### src/rtl/ps2_pkg.sv
// Shared types for the multi-channel PS/2 receiver: frame status codes,
// per-channel receive FSM states and the FIFO entry layout.
package ps2_pkg;

    typedef enum logic [1:0] {
        ST_OK   = 2'b00,
        ST_PAR  = 2'b01,
        ST_STOP = 2'b10,
        ST_TMO  = 2'b11
    } status_e;

    typedef enum logic [1:0] {
        RX_IDLE,
        RX_DATA,
        RX_PARITY,
        RX_STOP
    } rx_state_e;

    // Wide enough for up to 8 channels; the top trims it to its port width.
    localparam int CHAN_W = 3;

    typedef struct packed {
        logic [CHAN_W-1:0] chan;
        status_e           status;
        logic [7:0]        data;
    } entry_t;

endpackage

### src/rtl/ps2_rx_chan.sv
// One PS/2 receive channel: 2-flop sync, glitch filter, falling-edge detect,
// frame FSM and inter-bit timeout.
// Ports: clk/reset; ps2_clk/ps2_data raw lines in; done pulses for one cycle
// with data/status of the finished (or aborted) frame.
module ps2_rx_chan
    import ps2_pkg::*;
#(
    parameter int FILT_LEN = 4,
    parameter int TIMEOUT  = 2000
) (
    input  logic       clk,
    input  logic       reset,
    input  logic       ps2_clk,
    input  logic       ps2_data,
    output logic       done,
    output logic [7:0] data,
    output status_e    status
);

    localparam int TW = $clog2(TIMEOUT + 1);

    logic [1:0]    clk_sync;
    logic [1:0]    dat_sync;
    logic [3:0]    clk_cnt;
    logic [3:0]    dat_cnt;
    logic          clk_filt;
    logic          dat_filt;
    logic          clk_filt_q;
    logic          fall;
    logic          tmo_hit;
    rx_state_e     state;
    logic [2:0]    bit_cnt;
    logic [7:0]    shreg;
    logic          par;
    logic [TW-1:0] tmo_cnt;

    // A level change is accepted only after FILT_LEN consecutive differing
    // samples; any sample equal to the current level restarts the count.
    always_ff @(posedge clk or posedge reset) begin
        if (reset) begin
            clk_sync   <= 2'b11;
            dat_sync   <= 2'b11;
            clk_cnt    <= '0;
            dat_cnt    <= '0;
            clk_filt   <= 1'b1;
            dat_filt   <= 1'b1;
            clk_filt_q <= 1'b1;
        end else begin
            clk_sync   <= {clk_sync[0], ps2_clk};
            dat_sync   <= {dat_sync[0], ps2_data};
            clk_filt_q <= clk_filt;
            if (clk_sync[1] == clk_filt) begin
                clk_cnt <= '0;
            end else if (clk_cnt == 4'(FILT_LEN - 1)) begin
                clk_filt <= clk_sync[1];
                clk_cnt  <= '0;
            end else begin
                clk_cnt <= clk_cnt + 4'd1;
            end
            if (dat_sync[1] == dat_filt) begin
                dat_cnt <= '0;
            end else if (dat_cnt == 4'(FILT_LEN - 1)) begin
                dat_filt <= dat_sync[1];
                dat_cnt  <= '0;
            end else begin
                dat_cnt <= dat_cnt + 4'd1;
            end
        end
    end

    assign fall    = clk_filt_q & ~clk_filt;
    assign tmo_hit = (state != RX_IDLE) && !fall &&
                     (tmo_cnt == TW'(TIMEOUT - 1));

    always_ff @(posedge clk or posedge reset) begin
        if (reset) begin
            state   <= RX_IDLE;
            bit_cnt <= '0;
            shreg   <= '0;
            par     <= 1'b0;
            tmo_cnt <= '0;
        end else begin
            if (state == RX_IDLE || fall || tmo_hit) begin
                tmo_cnt <= '0;
            end else begin
                tmo_cnt <= tmo_cnt + 1'b1;
            end
            if (tmo_hit) begin
                state <= RX_IDLE;
            end else if (fall) begin
                unique case (state)
                    RX_IDLE: begin
                        if (!dat_filt) begin
                            state   <= RX_DATA;
                            bit_cnt <= '0;
                        end
                    end
                    RX_DATA: begin
                        shreg   <= {dat_filt, shreg[7:1]};
                        bit_cnt <= bit_cnt + 3'd1;
                        if (bit_cnt == 3'd7) state <= RX_PARITY;
                    end
                    RX_PARITY: begin
                        par   <= dat_filt;
                        state <= RX_STOP;
                    end
                    RX_STOP: state <= RX_IDLE;
                endcase
            end
        end
    end

    // done is decoded in the edge cycle so the holding register can
    // capture the frame at the very next clock.
    always_comb begin
        done   = 1'b0;
        data   = shreg;
        status = ST_OK;
        if (tmo_hit) begin
            done   = 1'b1;
            data   = 8'h00;
            status = ST_TMO;
        end else if (fall && state == RX_STOP) begin
            done = 1'b1;
            if (!dat_filt) begin
                status = ST_STOP;
            end else if (^{shreg, par} == 1'b0) begin
                status = ST_PAR;
            end
        end
    end

endmodule

### src/rtl/ps2_rx_multi.sv
// Multi-channel PS/2 receiver: per-channel receivers, one holding register
// per channel, round-robin arbiter and a shared output FIFO.
// Ports: clk/reset; ps2_clk/ps2_data raw lines; out_valid/out_ready with
// out_data/out_status/out_chan head entry; fifo_level; sticky overrun with
// per-bit overrun_clr pulse.
module ps2_rx_multi
    import ps2_pkg::*;
#(
    parameter int  NUM_CH     = 2,
    parameter int  FILT_LEN   = 4,
    parameter int  TIMEOUT    = 2000,
    parameter int  FIFO_DEPTH = 8,
    localparam int CW         = (NUM_CH > 1) ? $clog2(NUM_CH) : 1,
    localparam int LW         = $clog2(FIFO_DEPTH) + 1
) (
    input  logic              clk,
    input  logic              reset,
    input  logic [NUM_CH-1:0] ps2_clk,
    input  logic [NUM_CH-1:0] ps2_data,
    output logic              out_valid,
    input  logic              out_ready,
    output logic [7:0]        out_data,
    output logic [1:0]        out_status,
    output logic [CW-1:0]     out_chan,
    output logic [LW-1:0]     fifo_level,
    output logic [NUM_CH-1:0] overrun,
    input  logic [NUM_CH-1:0] overrun_clr
);

    localparam int AW = $clog2(FIFO_DEPTH);

    logic [NUM_CH-1:0] ch_done;
    logic [7:0]        ch_data   [NUM_CH];
    status_e           ch_status [NUM_CH];

    for (genvar g = 0; g < NUM_CH; g++) begin : g_ch
        ps2_rx_chan #(
            .FILT_LEN (FILT_LEN),
            .TIMEOUT  (TIMEOUT)
        ) u_chan (
            .clk      (clk),
            .reset    (reset),
            .ps2_clk  (ps2_clk[g]),
            .ps2_data (ps2_data[g]),
            .done     (ch_done[g]),
            .data     (ch_data[g]),
            .status   (ch_status[g])
        );
    end

    logic [NUM_CH-1:0] hold_vld;
    entry_t            hold [NUM_CH];
    logic [CW-1:0]     last_gnt;
    logic              gnt_vld;
    logic [CW-1:0]     gnt_idx;
    logic              push;
    logic              pop;
    entry_t            mem [FIFO_DEPTH];
    entry_t            head;
    logic [AW-1:0]     wr_ptr;
    logic [AW-1:0]     rd_ptr;
    logic [LW-1:0]     count;

    // Search starts at the channel after the last one granted.
    always_comb begin
        int c;
        c       = 0;
        gnt_vld = 1'b0;
        gnt_idx = '0;
        for (int i = 1; i <= NUM_CH; i++) begin
            c = int'(last_gnt) + i;
            if (c >= NUM_CH) c = c - NUM_CH;
            if (!gnt_vld && hold_vld[c]) begin
                gnt_vld = 1'b1;
                gnt_idx = CW'(c);
            end
        end
    end

    assign pop  = out_valid && out_ready;
    assign push = gnt_vld && ((count != LW'(FIFO_DEPTH)) || pop);

    always_ff @(posedge clk or posedge reset) begin
        if (reset) begin
            hold_vld <= '0;
            overrun  <= '0;
            last_gnt <= CW'(NUM_CH - 1);
            for (int i = 0; i < NUM_CH; i++) hold[i] <= '0;
        end else begin
            if (push) last_gnt <= gnt_idx;
            for (int i = 0; i < NUM_CH; i++) begin
                if (push && gnt_idx == CW'(i)) hold_vld[i] <= 1'b0;
                if (ch_done[i] && !hold_vld[i]) begin
                    hold_vld[i] <= 1'b1;
                    hold[i]     <= '{chan:   CHAN_W'(i),
                                     status: ch_status[i],
                                     data:   ch_data[i]};
                end
                // A drop in the same cycle as a clear keeps the flag set.
                if (ch_done[i] && hold_vld[i]) begin
                    overrun[i] <= 1'b1;
                end else if (overrun_clr[i]) begin
                    overrun[i] <= 1'b0;
                end
            end
        end
    end

    always_ff @(posedge clk) begin
        if (push) mem[wr_ptr] <= hold[gnt_idx];
    end

    always_ff @(posedge clk or posedge reset) begin
        if (reset) begin
            wr_ptr <= '0;
            rd_ptr <= '0;
            count  <= '0;
        end else begin
            if (push) wr_ptr <= wr_ptr + 1'b1;
            if (pop) rd_ptr <= rd_ptr + 1'b1;
            unique case ({push, pop})
                2'b10:   count <= count + 1'b1;
                2'b01:   count <= count - 1'b1;
                default: count <= count;
            endcase
        end
    end

    // Outputs read as zero while empty so stale storage never shows.
    assign head       = mem[rd_ptr];
    assign out_valid  = (count != '0);
    assign out_data   = out_valid ? head.data : 8'h00;
    assign out_status = out_valid ? head.status : 2'b00;
    assign out_chan   = out_valid ? CW'(head.chan) : '0;
    assign fifo_level = count;

endmodule

### config.mk
export PLATFORM = sky130hd
export DESIGN_NAME = ps2_rx_multi
export DESIGN_NICKNAME = d
export VERILOG_FILES = /design/src/rtl/ps2_pkg.sv /design/src/rtl/ps2_rx_chan.sv /design/src/rtl/ps2_rx_multi.sv
export SDC_FILE = /design/constraint.sdc
export NUM_CORES = 1
export LEC_CHECK = 0
export ABC_AREA = 0
export BUFFER_PORTS_ARGS = -buffer_cell sky130_fd_sc_hd__buf_2
export CORE_ASPECT_RATIO = 1.4
export CORE_MARGIN = 3
export CORE_UTILIZATION = 30
export DETAILED_ROUTE_END_ITERATION = 12
export GPL_TIMING_DRIVEN = 0
export PLACE_DENSITY = 0.42
export SETUP_SLACK_MARGIN = 0.4
export SLEW_MARGIN = 20
export SYNTH_ARGS = -nofsm -noshare
export SYNTH_HDL_FRONTEND = slang
export SYNTH_SLANG_ARGS = --single-unit
### constraint.sdc
create_clock -name clk -period 8.95 [get_ports clk]
set_clock_uncertainty 0.2 [all_clocks]
set_input_delay 0.4475 -clock clk [delete_from_list [all_inputs] [get_ports clk]]
set_output_delay 0.4475 -clock clk [all_outputs]
set_load 0.005 [all_outputs]
==> summary.md <==
| Metric | Value |
|---|---|
| Register bit total from synthesis | `204` |
| DIE AREA | `31,270 um^2` |
| CTS sink cnt | `204` |
| Max-cap violations | `0` |
| Final setup fails | `0` |
| Grt ovf | `0` |
| Peak VDD IR | `0.1302 mV` |
| Clock buffer count from CTS | `23` |
| Drt via density | `4.645` |
| Max-slew violations | `0` |
| Worst hold start | `overrun_clr[1]` |
| Crit-path max FO | `10` |
| Max-slew headroom | `34.15%` |
| Largest net degree at the start of global routing | `72` |
| Post-synth EDFFs | `88` |
| WHS Path Cells | `3` |
| Chip Width | `150.3 um` |
| Iter 0 DRT Violations | `234` |
| Mapped Cells | `603` |
| Initial DRT Pass Iterations | `4` |
| Crit end category | `output pin` |
| DP Area | `9425 um^2` |
| F_max | `316.7 MHz` |
| First-pass GRT wire length | `28,120 um` |
| HP Class | `in -> reg` |
| Final worst-path cycle share | `35.28%` |
| I/O pin cnt | `27` |
| WL/cell | `16.29 um` |
| Fin area | `10,220 um^2` |
| Die Span Y | `208.0 um` |
| Nets | `697` |
| Fillers | `2,725` |
| CTS tree | `done` |
| Pwr Density | `327.1 nW/um^2` |
| Residual DRC count | `0` |
| Post-cts sizing count | `0` |
| Min Clock Period, post-route | `3.158 ns` |
| Multi-input logic area | `3032 um^2` |
| Area delta synth->final | `16.85%` |
| Core ar. | `28,590 um^2` |
| Cell Rows | `73` |
| Detail Route Antenna Nets | `0` |
| Worst Path Arrival | `2.51 ns` |
| Mapped Nets | `637` |
| Post-synth cell types | `53` |
| Fraction of synthesis flops using an asynchronous set or reset pin | `56.86%` |
| Post-Route WL | `17,180 um` |
| Syn Std Cell Area | `8746 um^2` |
| Req. time, crit path | `8.30 ns` |
| FF-to-FF setup slack | `6.21 ns` |
| Crit start category | `flip-flop` |
| Reg clk slew, reported paths | `0.06 ns` |
| Most common cell after layout, fill and taps aside | `dfrtp_1` |
| Clock buffer depth | `3` |
| Port bufs | `26` |
| Worst-margin pin slew | `0.9877 ns` |
| Leading cell types in the layout, fill and taps excluded | `dfrtp_1, edfxtp_1, nor2_1, mux2_2, buf_2` |
| Post-CTS setup buffers | `0` |
| Starting density of the core | `30.59%` |
| DP HPWL | `11,610 um` |
| Vias in the first global route | `5,315` |
| Hold EP | `overrun[1]$_DFFE_PP0P_` |
| H-tree lvl count | `1` |
| Final Wtd Congestion | `0.7233` |
| Leakage dissipation | `0.004191 uW` |
| Vias | `4,901` |
| Most used DFF post-synth | `dfrtp_1` |
| Total GRT Usage | `11.18%` |
| Register area | `5564 um^2` |
| R2R depth | `5` |
| Setup TNS Final | `0 ns` |
| Yosys warns | `0` |
| Share of layout cells above drive strength 1 | `24.12%` |
| Diode count | `0` |
| Clock Latency Late Sink | `0.51 ns` |
| Initial antenna violation count | `0` |
| Mean post-synth cell area | `14.50 um^2` |
| Final Hold Viols | `0` |
| Sequential fraction of the synthesis area | `63.62%` |
| Reg2reg end | `mem[6][1]$_DFFE_PP_` |
| Reg-to-reg startpoint | `hold_vld[1]$_DFFE_PP0P_` |
| RSZ-0062 raised after global routing | `false` |
| CTS Root Buffer Type | `clkbuf_16` |
| Status | `complete, no violations` |
| Worst setup path class | `reg -> out` |
where the power goes:
group	leakage, uW	internal, uW	switching, uW
sequential	0.00233	1220	139
clock	0.000365	542	367
combinational	0.00150	497	577
state kept, by name (all words and copies together) (netlist names), 3 cells and up:
register              cells
fifo_level                4
g_ch.u_chan.dat_cnt       8
rd_ptr                    3
g_ch.u_chan.bit_cnt       6
g_ch.u_chan.tmo_cnt      22
wr_ptr                    3
g_ch.u_chan.dat_sync      4
g_ch.u_chan.shreg        16
g_ch.u_chan.state         4
mem                      88
hold                     21
g_ch.u_chan.clk_sync      4
g_ch.u_chan.clk_cnt       8
worst max-delay path, stage by stage, from the launching register on:
cell and delay (ns):
dfrtp_1 0.49, buf_1 0.70, mux4_2 0.41, mux2i_1 0.19, nor2_1 0.07, buf_2 0.15
through the flow:
stage          instances  total power (uW)  utilization, %  setup WS, ns  hold WS (ns)
2_1_floorplan        603              2138               -         5.255        0.1452
3_3_place_gp        1004              2419           32.69         3.862        0.1460
3_5_place_dp        1007              2477           32.97         6.136        0.1488
4_1_cts             1055              3412           35.75         5.776       0.01923
5_1_grt             1055              3577           35.75         5.657       0.04586
6_report            1055              3343           35.75         5.792       0.04588
synthesized netlist by cell type, types with 4 or more instances:
cell / number / share of area [%]
mux2i_1: 15 / 1.7
xor2_1: 18 / 1.8
and3_1: 7 / 0.50
a22o_1: 21 / 2.1
edfxtp_1: 88 / 30
o21ai_0: 7 / 0.40
nand2_1: 29 / 1.2
ha_1: 24 / 3.4
a21oi_1: 10 / 0.57
dfstp_2: 15 / 4.5
mux4_2: 22 / 5.7
nand2b_1: 13 / 0.93
mux2_2: 32 / 4.1
nor2b_1: 7 / 0.50
clkbuf_1: 8 / 0.34
nor2_1: 51 / 2.2
nor3_1: 8 / 0.46
inv_1: 20 / 0.86
nand3b_1: 4 / 0.34
buf_2: 5 / 0.29
dfrtp_1: 101 / 29
xnor2_1: 27 / 2.7
nand3_1: 19 / 1.1
nor3b_1: 8 / 0.69
repair_timing:
action / CTS / global route
setup endpoints to repair: 0 / 0
endpoints found under the hold margin: 43 / 0
hold buffers: 6 / 0
cell type report:
class	count	area share (%)
inverter	22	0.8570
tap	375	4.591
buffer	19	0.9060
clock inverter	8	0.7101
multi-input combinational	358	29.66
timing repair buffer	35	2.351
sequential	204	54.44
clock buffer	34	6.476
cells by family (layout without fill, tap and decap cells):
logic type / after synthesis / after routing / share of synthesized area (%)
AND/OR/NAND/NOR: 156 / 156 / 8.913
buffers and inverters: 41 / 118 / 2.003
AO/OA/AOI/OAI: 61 / 61 / 5.279
multiplexers: 69 / 69 / 11.50
XOR/XNOR: 47 / 47 / 5.021
adder cells (fa/ha/maj): 25 / 25 / 3.662
flip-flops: 204 / 204 / 63.62
worst max-delay path by stage:
| stage | start | endpoint | slack [ns] | cells past startpoint |
|---|---|---|---|---|
| after detailed placement | hold_vld[1]$_DFFE_PP0P_ | mem[5][1]$_DFFE_PP_ | 6.14 | 5 |
| after global placement | reset | rd_ptr[2]$_DFFE_PP0P_ | 3.86 | 2 |
| after CTS | rd_ptr[1]$_DFFE_PP0P_ | out_data[3] | 5.78 | 5 |
| final | rd_ptr[1]$_DFFE_PP0P_ | out_data[5] | 5.79 | 5 |
| after floorplan | reset | fifo_level[0]$_DFFE_PP0P_ | 5.25 | 1 |
| after global routing | rd_ptr[1]$_DFFE_PP0P_ | out_data[3] | 5.66 | 5 |
routing by layer:
| metal | global-route usage [%] | wire length, um | up-vias |
|---|---|---|---|
| met1 | 13.26 | 7005 | 2506 |
| met4 | 3.347 | 413 | 0 |
| met2 | 20.47 | 9215 | 60 |
| met3 | 1.830 | 548 | 28 |
| li1 | - | - | 2307 |
| met5 | 0 | 0 | - |
No activity file was read; power rests on OpenSTA's default activity.
